<file path="config.mk">
export PLATFORM = sky130hd
export DESIGN_NAME = prom_read_arbiter
export DESIGN_NICKNAME = d
export VERILOG_FILES = /design/src/rtl/prom_arb_pkg.sv /design/src/rtl/rr_arb2.sv /design/src/rtl/prom_read_arbiter.sv
export SDC_FILE = /design/constraint.sdc
export NUM_CORES = 1
export LEC_CHECK = 0
export ABC_AREA = 1
export CORE_ASPECT_RATIO = 0.6
export CORE_MARGIN = 3
export CORE_UTILIZATION = 26
export CTS_CLUSTER_DIAMETER = 50
export CTS_CLUSTER_SIZE = 25
export DETAILED_ROUTE_END_ITERATION = 6
export SLEW_MARGIN = 20
export SYNTH_ARGS = -nofsm -noshare
export SYNTH_HDL_FRONTEND = slang
export SYNTH_SLANG_ARGS = --single-unit
export TNS_END_PERCENT = 10
</file>
<file path="constraint.sdc">
create_clock -name clk -period 1.7 [get_ports clk]
set_clock_uncertainty 0.2 [all_clocks]
set_input_delay 0.17 -clock clk [delete_from_list [all_inputs] [get_ports clk]]
set_output_delay 0.17 -clock clk [all_outputs]
set_load 0.02 [all_outputs]
</file>
<file path="src/rtl/prom_arb_pkg.sv">
// rtl/prom_arb_pkg.sv - shared state encoding and default widths for the PROM read arbiter
package prom_arb_pkg;

    localparam int AW_DEF = 8;
    localparam int DW_DEF = 4;
    localparam int LW_DEF = 4;

    typedef enum logic [1:0] {
        IDLE  = 2'd0,
        BURST = 2'd1,
        DRAIN = 2'd2
    } arb_state_t;

endpackage

</file>
<file path="src/rtl/rr_arb2.sv">
// rtl/rr_arb2.sv - two-way round-robin grant; ptr=0 favours requester 0 on a tie
module rr_arb2 (
    input  logic [1:0] req,
    input  logic       ptr,
    input  logic       en,
    output logic [1:0] gnt
);

    always_comb begin
        gnt = 2'b00;
        if (en) begin
            if (req == 2'b11) begin
                gnt = ptr ? 2'b10 : 2'b01;
            end else begin
                gnt = req;
            end
        end
    end

endmodule

</file>
<file path="src/rtl/prom_read_arbiter.sv">
// rtl/prom_read_arbiter.sv - shares one synchronous ROM between two burst readers
module prom_read_arbiter
    import prom_arb_pkg::*;
#(
    parameter int AW = AW_DEF,
    parameter int DW = DW_DEF,
    parameter int LW = LW_DEF
) (
    input  logic          clk,
    input  logic          reset,
    input  logic          req0,
    input  logic [AW-1:0] addr0,
    input  logic [LW-1:0] len0,
    output logic          gnt0,
    output logic          valid0,
    output logic          done0,
    input  logic          req1,
    input  logic [AW-1:0] addr1,
    input  logic [LW-1:0] len1,
    output logic          gnt1,
    output logic          valid1,
    output logic          done1,
    output logic [DW-1:0] rdata,
    output logic          rom_cs,
    output logic [AW-1:0] rom_addr,
    input  logic [DW-1:0] rom_dout
);

    arb_state_t    state;
    arb_state_t    state_nxt;
    logic          ptr;
    logic          owner;
    logic [LW-1:0] cnt;
    logic [1:0]    gnt_w;
    logic          last;

    assign last = (cnt == '0);

    // Requests are only looked at while idle, which makes bursts non-preemptible.
    rr_arb2 u_rr_arb2 (
        .req (({req1, req0})),
        .ptr (ptr),
        .en  (state == IDLE),
        .gnt (gnt_w)
    );

    always_ff @(posedge clk or posedge reset) begin
        if (reset) begin
            state <= IDLE;
        end else begin
            state <= state_nxt;
        end
    end

    always_comb begin
        state_nxt = state;
        case (state)
            IDLE:    if (gnt_w != 2'b00) state_nxt = BURST;
            BURST:   if (last) state_nxt = DRAIN;
            DRAIN:   state_nxt = IDLE;
            default: state_nxt = IDLE;
        endcase
    end

    always_ff @(posedge clk or posedge reset) begin
        if (reset) begin
            ptr      <= 1'b0;
            owner    <= 1'b0;
            cnt      <= '0;
            rom_cs   <= 1'b0;
            rom_addr <= '0;
            gnt0     <= 1'b0;
            gnt1     <= 1'b0;
            valid0   <= 1'b0;
            valid1   <= 1'b0;
            done0    <= 1'b0;
            done1    <= 1'b0;
        end else begin
            gnt0   <= gnt_w[0];
            gnt1   <= gnt_w[1];
            // ROM data lags the address by one clock, so valid is rom_cs delayed.
            valid0 <= rom_cs & ~owner;
            valid1 <= rom_cs & owner;
            done0  <= (state == BURST) && last && !owner;
            done1  <= (state == BURST) && last && owner;
            case (state)
                IDLE: begin
                    if (gnt_w != 2'b00) begin
                        owner    <= gnt_w[1];
                        ptr      <= ~gnt_w[1];
                        rom_addr <= gnt_w[1] ? addr1 : addr0;
                        cnt      <= gnt_w[1] ? len1 : len0;
                        rom_cs   <= 1'b1;
                    end else begin
                        rom_cs <= 1'b0;
                    end
                end
                BURST: begin
                    if (!last) begin
                        rom_addr <= rom_addr + AW'(1);
                        cnt      <= cnt - LW'(1);
                        rom_cs   <= 1'b1;
                    end else begin
                        rom_cs <= 1'b0;
                    end
                end
                default: rom_cs <= 1'b0;
            endcase
        end
    end

    assign rdata = (valid0 | valid1) ? rom_dout : '0;

endmodule

</file>
==> metrics.yaml <==
logic_synthesis:
  syn_inst: 220
  ys_seq_elements: 23
  synth.distinct_cells: 21
  synth.area.mux_share_pct: 0
  synth-simple-area-share_pct: 42.3
  synth_xor_area_share_pct: 0.597
  synthesis.area_sq_um: 1470
  synth_top_family_by_area: "simple AND/OR/NAND/NOR gates"
  yosys_warnings: 0
  synth_fa_ha_area_share_pct: 1.71
  synth_compound_area_share_pct: 2.90
  syn_area_per_cell_sq_um: 6.67
  syn-num-nets: 254
  ys_seq_area_share_pct: 39.2
drt:
  drc_errors: 0
  firstDrtPassIters: 4
  drt-initial-drc-count: 58
  post_drt_via_cell_ratio: 4.38
  vias: 1533
  totalWireLength_mm: 4.21
  wire_per_inst_microns: 12.0
  ant_nets: 0
clock_tree:
  cts_tree: "done"
  postCtsSetupRepairBufs: 0
  cts_htree_levels: 1
  cts_sinks: 23
  cts_made_buffers: 3
  clock_latency_ns: 0.27
  cts_buffer_depth: 2
  root_buffer: "clkbuf_8"
  clk_pin_slew_ns: 0.09
power:
  switchingPower_uw: 1820
  switching_share_pct: 48.4
  power_frac_clock_pct: 9.6
  worst_ir_drop_vdd_uv: 526
  power.total_uw: 3760
  p_per_area_nw_per_um2: 1710
  leakage_uw: 0.00120
  combPwrFrac_pct: 62.7
  seqPwrFrac_pct: 27.7
  p_int_uw: 1940
floorplan:
  core_sq_um: 5260
  io_pins: 51
  die_area_sq_um: 6610
  start_util_pct: 27.9
  die_x_microns: 103
  num_rows: 20
  dieHeight_microns: 64.2
global_routing:
  grt_pass1_wl_mm: 6.70
  grt_pass1_vias: 1457
  grt_max_degree: 24
  antenna_found_initial: 0
  grt_usage_pct: 12.6
  overflow: 0
run:
  max_cap_viol_count: 0
sta:
  min_period_ns: 1.63
  post-route-period-util_pct: 96.1
  max_slew_margin_pct: 79.1
  grt_setup_unrepaired: "no"
  hold_viol: 0
  report.final.slew_viol_count: 0
  setup_viol: 0
  fmax_mhz: 612
  hold-worst-slack_ns: 0.0466
  max_slew.worst_pin.slew_ns: 0.314
critical_path:
  endpoint_kind: "output pin"
  path_class: "register to output pin"
  cp_top_family: "buffers and inverters"
  cp_cell_sequence: "clkdlybuf4s50_1"
  max_stage_delay_ns: 0.62
  cp_max_fo: 3
  worstPathArrival_ns: 1.26
  start_kind: "register"
  cp.buffers_inverters: 1
  slowest_stage: "clkdlybuf4s50_1"
  critPathRequiredTime_ns: 1.33
place:
  dp_hpwl_mm: 3.07
  port_buffers: 50
  place_congestion: 0.800
cells_and_area:
  antenna-diode-count: 0
  final_nets: 319
  area_growth_pct: 49.5
  drive_gt1_share_pct: 11.6
  fillCellCount: 573
outcome:
  outcome: "completed"
worst_hold_path:
  holdCritPathClass: "input pin to asynchronous set/reset pin"
[Yosys cell counts]
master,number,area share (%)
inv_1,38,9.7
o21ai_1,2,0.68
ha_1,2,1.7
nand3_1,20,6.8
nand2_1,79,20
nor2_4,1,0.77
nor2_1,23,5.9
nand2_2,1,0.43
nand4_1,9,3.8
nor2_2,2,0.85
or2_2,1,0.43
xnor2_1,1,0.60
nand3_2,1,0.68
a21oi_1,3,1.0
inv_2,4,1.0
o21bai_1,1,0.51
o21ai_0,2,0.68
buf_6,2,1.5
dfrtp_1,23,39
buf_2,3,1.0
nand3_4,2,2.4
[through the flow]
| step | setup TNS [ns] | setup WS, ns | cells | cell area, sq um | utilization, % |
|---|---|---|---|---|---|
| final | 0 | 0.0659 | 350 | 2190 | 41.8 |
| after global routing | 0 | 0.0190 | 350 | 2190 | 41.8 |
| after CTS | 0 | 0.0284 | 348 | 2160 | 41.1 |
| after detailed placement | -1.42 | -0.134 | 344 | 2120 | 40.4 |
| after global placement | -0.969 | -0.0959 | 344 | 2120 | 40.4 |
| after floorplan | 0 | 0.197 | 220 | 1470 | - |
[registers in the layout, summed over array words and instances, names as in the netlist]
name	cells
gnt0	1
valid0	1
ptr	1
valid1	1
rom_cs	1
owner	1
state	2
cnt	4
done0	1
done1	1
rom_addr	8
gnt1	1
[final timing paths]
check                                     startpoint                      end  slack (ns)  cells past startpoint
worst max-delay path                rom_cs$_DFF_PP0_                   rom_cs        0.07                      1
worst min register to register     owner$_DFFE_PP0P_         valid0$_DFF_PP0_        0.28                      1
min in group clk                   owner$_DFFE_PP0P_         valid0$_DFF_PP0_        0.28                      1
worst max register to register  state[1]$_DFFE_PP0P_  rom_addr[1]$_DFFE_PP0P_        0.15                      8
worst min-delay path                           reset  rom_addr[4]$_DFFE_PP0P_        0.05                      3
max in group asynchronous                      reset       cnt[2]$_DFFE_PP0P_        1.01                      3
[cell families (layout without fill, tap and decap cells)]
kind of cell    count (synthesis)  count (layout)
flops                          23              23
buf+inv                        47             109
simple gates                  139             141
compound gates                  8               8
xor+xnor                        1               1
fa+ha+maj                       2               2
[layout by cell type (no fill, tap or decap), types with 9 or more instances in the layout]
cell,n
nor2_1,22
nand3_1,20
clkdlybuf4s50_1,38
nand2_1,77
inv_1,38
dfrtp_1,23
dlygate4sd2_1,11
nand4_1,9
buf_4,12
[power groups by stage]
| stage | sequential [uW] | clock [uW] | combinational (uW) |
|---|---|---|---|
| final | 1040 | 360 | 2360 |
| after global routing | 1080 | 388 | 2660 |
| after CTS | 1040 | 366 | 2260 |
| after detailed placement | 1050 | 0 | 2310 |
| after global placement | 1050 | 0 | 2270 |
| after floorplan | 1180 | 0 | 1300 |
[repair_timing]
action / CTS / global route
endpoints found under the setup margin: 12 / 13
resized for setup: 13 / 5
pin swaps: 0 / 1
cloned: 0 / 2
hold buffers: 0 / 0
endpoints found under the hold margin: 0 / 0
[routing by layer]
metal / vias to the layer above / GRT usage (%) / share of wire [%]
met1: 669 / 18.2 / 51
li1: 800 / - / -
met5: - / 0 / 0
met3: 4 / 3.93 / 7.9
met4: 0 / 2.26 / 0.52
met2: 60 / 18.5 / 41
[layout make-up]
cell class | count | area, sq um | share of cell area (%)
repair buffers | 63 | 599 | 27.3
clock buffers | 4 | 45.0 | 2.05
well taps | 66 | 82.6 | 3.76
multi-input cells | 152 | 729 | 33.2
flip-flops and latches | 23 | 576 | 26.2
inverters | 42 | 163 | 7.41
Power figures use the tool's default switching activity.
